`config.mk`:
```
export PLATFORM = sky130hd
export DESIGN_NAME = rx_bps_gen
export DESIGN_NICKNAME = d
export VERILOG_FILES = /design/src/rtl/rx_bps_gen_pkg.sv /design/src/rtl/rx_bps_gen_os_tick_gen.sv /design/src/rtl/rx_bps_gen.sv
export SDC_FILE = /design/constraint.sdc
export NUM_CORES = 1
export LEC_CHECK = 0
export CAP_MARGIN = 10
export CORE_MARGIN = 4
export CORE_UTILIZATION = 39
export DETAILED_ROUTE_END_ITERATION = 12
export GPL_TIMING_DRIVEN = 0
export HOLD_SLACK_MARGIN = 0.02
export PLACE_DENSITY = 0.67
export SLEW_MARGIN = 20
export SYNTH_ARGS = -nofsm -noshare
export SYNTH_HDL_FRONTEND = slang
export SYNTH_SLANG_ARGS = --single-unit
export TNS_END_PERCENT = 10
```
`constraint.sdc`:
```
create_clock -name CLK -period 5.9 [get_ports CLK]
set_input_delay 1.18 -clock CLK [delete_from_list [all_inputs] [get_ports CLK]]
set_output_delay 1.18 -clock CLK [all_outputs]
set_load 0.005 [all_outputs]
```
`src/rtl/rx_bps_gen_pkg.sv`:
```
// Shared definitions for the UART receive bit-timing generator.
// Holds the state encoding, the standard 50 MHz baud divisors and the divisor clamp helper.
package rx_bps_gen_pkg;

   typedef enum logic [1:0] {
      IDLE = 2'd0,
      RUN  = 2'd1,
      HOLD = 2'd2
   } state_t;

   localparam int unsigned DIV_9600_50M    = 5208;
   localparam int unsigned DIV_115200_50M  = 434;
   localparam int unsigned OS_LOG2_DEFAULT = 4;

   // A divisor below 2*OS would leave less than two clocks per oversample tick.
   function automatic int unsigned clamp_div(input int unsigned val, input int unsigned min_val);
      return (val < min_val) ? min_val : val;
   endfunction

endpackage

```
`src/rtl/rx_bps_gen_os_tick_gen.sv`:
```
// Oversample tick generator: emits exactly 1<<OS_LOG2 evenly spaced ticks per bit,
// restarting its phase at every bit wrap.
module os_tick_gen
   import rx_bps_gen_pkg::*;
#(
   parameter int DIV_W   = 16,
   parameter int OS_LOG2 = OS_LOG2_DEFAULT
) (
   input  logic             clk,
   input  logic             rst_n,
   input  logic [DIV_W-1:0] os_div,
   input  logic             run,
   input  logic             bit_wrap,
   output logic             os_tick
);

   localparam int OS = 1 << OS_LOG2;

   logic [DIV_W-1:0]   os_cnt;
   logic [OS_LOG2:0]   tick_cnt;
   logic               ticks_left;
   logic               at_tick;

   assign ticks_left = (tick_cnt != (OS_LOG2 + 1)'(OS));
   assign at_tick    = run && ticks_left && (os_cnt == os_div - DIV_W'(1));
   assign os_tick    = at_tick;

   // Once OS ticks have been issued the sub-counter parks until the bit wraps.
   always_ff @(posedge clk) begin
      if (!rst_n || !run || bit_wrap) begin
         os_cnt   <= '0;
         tick_cnt <= '0;
      end else if (ticks_left) begin
         if (at_tick) begin
            os_cnt   <= '0;
            tick_cnt <= tick_cnt + (OS_LOG2 + 1)'(1);
         end else begin
            os_cnt <= os_cnt + DIV_W'(1);
         end
      end
   end

endmodule

```
`src/rtl/rx_bps_gen.sv`:
```
// Bit-timing generator for the UART receive path: loadable divisor, mid-bit sample strobe,
// oversample ticks, bit-end strobe, bit index and frame-done.
module rx_bps_gen
   import rx_bps_gen_pkg::*;
#(
   parameter int DIV_W       = 16,
   parameter int DEFAULT_DIV = DIV_115200_50M,
   parameter int OS_LOG2     = OS_LOG2_DEFAULT,
   parameter int FRAME_BITS  = 10,
   localparam int IDX_W      = $clog2(FRAME_BITS)
) (
   input  logic             CLK,
   input  logic             RST_n,
   input  logic             Count_Sig,
   input  logic             Div_Load,
   input  logic [DIV_W-1:0] Div_Val,
   output logic             Load_Ack,
   output logic             Load_Err,
   output logic             Busy,
   output logic             Os_Tick,
   output logic             Sample_Pulse,
   output logic             Bit_End,
   output logic [IDX_W-1:0] Bit_Idx,
   output logic             Frame_Done
);

   localparam int unsigned MIN_DIV = 2 * (1 << OS_LOG2);

   state_t           state;
   state_t           next_state;
   logic [DIV_W-1:0] div_q;
   logic [DIV_W-1:0] os_div;
   logic [DIV_W-1:0] cnt;
   logic [DIV_W-1:0] div_clamped;
   logic             in_run;
   logic             bit_wrap;
   logic             last_bit;

   assign in_run      = (state == RUN);
   assign bit_wrap    = in_run && (cnt == div_q - DIV_W'(1));
   assign last_bit    = (Bit_Idx == IDX_W'(FRAME_BITS - 1));
   assign div_clamped = DIV_W'(clamp_div(32'(Div_Val), MIN_DIV));

   always_ff @(posedge CLK) begin
      if (!RST_n) begin
         state <= IDLE;
      end else begin
         state <= next_state;
      end
   end

   always_comb begin
      next_state = state;
      case (state)
         IDLE:    if (Count_Sig) next_state = RUN;
         RUN: begin
            if (!Count_Sig)              next_state = IDLE;
            else if (bit_wrap && last_bit) next_state = HOLD;
         end
         HOLD:    if (!Count_Sig) next_state = IDLE;
         default: next_state = IDLE;
      endcase
   end

   // Any move to IDLE (abort or normal release) clears the counters; HOLD keeps the last index.
   always_ff @(posedge CLK) begin
      if (!RST_n || next_state == IDLE) begin
         cnt     <= '0;
         Bit_Idx <= '0;
      end else if (in_run) begin
         if (bit_wrap) begin
            cnt <= '0;
            if (!last_bit) Bit_Idx <= Bit_Idx + IDX_W'(1);
         end else begin
            cnt <= cnt + DIV_W'(1);
         end
      end
   end

   // Loads are only honoured while idle so a running frame never changes period mid-bit.
   always_ff @(posedge CLK) begin
      if (!RST_n) begin
         div_q    <= DIV_W'(DEFAULT_DIV);
         os_div   <= DIV_W'(DEFAULT_DIV >> OS_LOG2);
         Load_Ack <= 1'b0;
         Load_Err <= 1'b0;
      end else begin
         Load_Ack <= Div_Load && (state == IDLE);
         Load_Err <= Div_Load && (state != IDLE);
         if (Div_Load && state == IDLE) begin
            div_q  <= div_clamped;
            os_div <= div_clamped >> OS_LOG2;
         end
      end
   end

   os_tick_gen #(
      .DIV_W   (DIV_W),
      .OS_LOG2 (OS_LOG2)
   ) u_os_tick_gen (
      .clk      (CLK),
      .rst_n    (RST_n),
      .os_div   (os_div),
      .run      (in_run),
      .bit_wrap (bit_wrap),
      .os_tick  (Os_Tick)
   );

   assign Busy         = (state != IDLE);
   assign Sample_Pulse = in_run && (cnt == (div_q >> 1));
   assign Bit_End      = bit_wrap;
   assign Frame_Done   = bit_wrap && last_bit;

endmodule

```
==> flow_metrics.py, run 1 <==
metrics = {
    "logic_synthesis": {
        "synth.distinct_cells": 56,
        "synth-edff-count": 0,
        "ys_seq_area_share_pct": 31.7,
        "yosys.area_share.simple_pct": 29.6,
        "ys.flop_type": "dfxtp_1",
        "synth_top_area_cell": "dfxtp_1",
        "synth_compound_area_share_pct": 12.7,
        "ys_seq_elements": 61,
        "post_synth.cell_area_avg_um2": 7.97,
        "synth_top_area_share_pct": 31.7,
        "syn-instance-count": 483,
        "synthAdderAreaFrac_pct": 2.60,
        "async_reset_ff_share_pct": 0,
        "synth_top_family_by_area": "simple AND/OR/NAND/NOR gates",
        "synth_xor_area_share_pct": 17.3,
        "yosysWarnings": 0,
        "synth_mux_area_share_pct": 0.520,
        "synth_nets": 511,
        "yosys-top-cells-area": "dfxtp_1 32%, xnor2_1 11%, xor2_1 6.1%, nor2_1 5.5%, nand2_1 4.5%",
        "synth_area_um2": 3850,
    },
    "detailed_routing": {
        "vias": 3473,
        "ant_nets": 0,
        "drt_iter0_drc": 247,
        "wl_per_cell_um": 13.8,
        "via_per_inst": 5.28,
        "dr.pass1.iters": 5,
        "drc": 0,
        "drt-total-wl_mm": 9.05,
    },
    "power": {
        "p_leak_uw": 0.00157,
        "power-per-cell-area_nw_per_um2": 212,
        "ir_drop_mv": 0.156,
    },
    "cells_and_area": {
        "seq_area_um2": 1220,
        "drive_gt1_share_pct": 7.37,
        "fill_cells": 921,
        "multiInputGateArea_um2": 2410,
        "fin_nets": 552,
        "antennaDiodeCount": 0,
        "area_growth_pct": 17.6,
    },
    "worst_setup_path": {
        "worst_setup_path_end_kind": "output pin",
        "timing.critical_path.slowest_cell_delay_ns": 0.53,
        "cp_common_cell": "buf_2",
        "cp_data_required_time_ns": 4.72,
        "crit_type": "reg -> out",
        "worst_setup_path_start_kind": "register",
        "worstPathCellList": "buf_2 -> inv_1 -> ha_1 -> nor3b_4 -> and3_1 -> or3b_1 -> a221o_1 -> a2111o_1 -> buf_2 -> nor2_1 -> clkdlybuf4s50_1",
        "crit_fanout": 9,
        "worstRegToRegCells": 12,
        "crit_slowest_cell": "clkdlybuf4s50_1",
        "arrival_ns": 3.65,
    },
    "clock_network": {
        "cts.sinks": 61,
        "cts_tree": "built",
        "clock_latency_ns": 0.35,
        "root_buffer": "clkbuf_8",
        "cts_setup_buffers": 0,
        "clockBufferDepth": 2,
        "clk_pin_slew_ns": 0.08,
        "cts_hold_buffers": 0,
        "cts_buffers": 9,
        "cts-htree-levels": 3,
        "cts-resized-gates": 0,
    },
    "die": {
        "io_pins": 31,
        "die-area_um2": 11500,
        "row_count": 35,
        "fp.dieH_um": 107,
        "fp.dieW_um": 107,
        "coreArea_um2": 9420,
        "initial_core_util_pct": 40.9,
    },
    "global_route": {
        "antenna_found_initial": 0,
        "grt_pass1_wl_mm": 15.5,
        "grt_pass1_vias": 3279,
        "grt-ovfl-total": 0,
        "grt.total_usage_pct": 16.7,
        "grt_max_degree": 12,
    },
    "sta": {
        "worst_slack_ns": 1.07,
        "fmax_ghz": 0.207,
        "tightest_slew_ns": 0.704,
        "hold_viol": 0,
        "fin_crit_ns": 4.83,
        "skew_ns": 0.0158,
        "max-slew-margin-rel_pct": 53.0,
        "rsz0062_at_grt": "false",
        "final-max-slew-violation-count": 0,
        "min_period_over_period_pct": 81.8,
        "setup_tns_ns": 0,
        "setup_violations": 0,
    },
    "min_path": {
        "whs_path_depth": 2,
        "hold_path_class": "reg -> reg",
    },
    "place": {
        "globalplace.congestion": 0.853,
        "place_worst_setup_slack_ns": 1.47,
        "portBuffers": 30,
        "dp_hpwl_mm": 6.94,
    },
    "run_status": {
        "status": "completed",
    },
    "job": {
        "maxCapViolations": 0,
    },
}
## final cells by class
type / count / share of cell area (%)
buffer: 31 / 2.99
clock buffer: 10 / 2.82
clock inverter: 6 / 1.94
inverter: 21 / 1.74
multi-input combinational: 370 / 53.3
sequential: 61 / 27.0
tap: 129 / 3.57
timing repair buffer: 30 / 6.64
## cells by family (layout without fill, tap and decap cells)
group / after synthesis / after routing
AO/OA/AOI/OAI: 70 / 70
XOR/XNOR: 76 / 76
adder cells (fa/ha/maj): 8 / 8
buffers and inverters: 52 / 98
flip-flops: 61 / 61
multiplexers: 2 / 2
AND/OR/NAND/NOR: 214 / 214
## cell usage after synthesis, types with 3 or more instances
cell type	count
xnor2_1	49
inv_1	21
a21oi_1	16
ha_1	8
nand2_1	46
nor2_1	56
nor3_1	14
nand4_1	17
nor2b_1	5
buf_2	12
a22oi_1	3
or3_1	7
and3_1	8
nor4_1	6
o21ai_0	9
dfxtp_1	61
xor2_1	27
nand2b_1	6
nand3_1	24
o211ai_1	5
a31oi_1	7
and4_1	3
clkbuf_1	16
nor4_4	3
a21boi_0	11
## metrics by stage
step                      hold WS (ns)  cells  area [um^2]  power, uW  utilization, %
after CTS                        0.516    658         4520        967            48.1
final                            0.512    658         4520        958            48.1
after detailed placement         0.505    642         4310        554            45.8
after global placement           0.484    642         4310        551            45.8
after floorplan                  0.471    483         3850        516               -
after global routing             0.544    658         4520        995            48.1
## registers in the layout (all words and copies together) (netlist names)
| signal | cells |
|---|---|
| Bit_Idx | 4 |
| Load_Ack | 1 |
| Load_Err | 1 |
| cnt | 16 |
| div_q | 16 |
| state | 2 |
| u_os_tick_gen.os_cnt | 16 |
| u_os_tick_gen.tick_cnt | 5 |
## power breakdown
part           internal, uW  leakage, uW  switching, uW
clock network           238     0.000110            175
logic                  52.1     0.000966           67.0
registers               420     0.000495           6.37
## routing by layer
layer / up-vias / part of all wire, % / GRT usage, %
li1: 1749 / - / -
met1: 1625 / 47 / 21.9
met2: 88 / 47 / 27.0
met3: 11 / 5.0 / 3.24
met4: 0 / 1.6 / 6.39
met5: - / 0 / 0
## worst max-delay path: cells and delay by family, from the launching register on
family          cells  cell delay, ns
simple gates        4            0.99
compound gates      2            0.64
buf+inv             4            1.06
fa+ha+maj           1            0.30
flops               1            0.30
## path summary, 6_finish.rpt
check / from / slack [ns] / end
setup / recovery: div_q[4]$_SDFFE_PN1P_ / 1.07 / Frame_Done
hold / removal: u_os_tick_gen.os_cnt[1]$_SDFFE_PP0N_ / 0.51 / u_os_tick_gen.os_cnt[1]$_SDFFE_PP0N_
setup reg to reg: div_q[4]$_SDFFE_PN1P_ / 2.61 / u_os_tick_gen.os_cnt[10]$_SDFFE_PP0N_
hold reg to reg: u_os_tick_gen.os_cnt[1]$_SDFFE_PP0N_ / 0.51 / u_os_tick_gen.os_cnt[1]$_SDFFE_PP0N_
## cell usage in the layout, fill, tap and decap left out, types with 11 or more instances in the layout
cell type and instances:
a21oi_1 16, nor3_1 14, nand4_1 17, inv_1 21
xor2_1 27, clkdlybuf4s50_1 30, clkbuf_1 17, dfxtp_1 61
nand3_1 24, xnor2_1 49, nor2_1 56, nand2_1 46
a21boi_0 11, buf_2 12
No activity file was read; power rests on OpenSTA's default activity.
==> run 2, diff against run 1 <==
- clock period: 5.9 -> 5.01 ns (I/O delays scaled with it)
==> results of run 2 <==
The final DEF is identical to that of run 1. Status: completed.
Among the figures that moved: setup slack after placement 1.47 ns -> 0.756 ns; setup slack after layout 1.07 ns -> 0.361 ns; register-to-register setup slack 2.61 ns -> 1.72 ns; total power 958 uW -> 1130 uW; worst IR drop on VDD 0.156 mV -> 0.184 mV
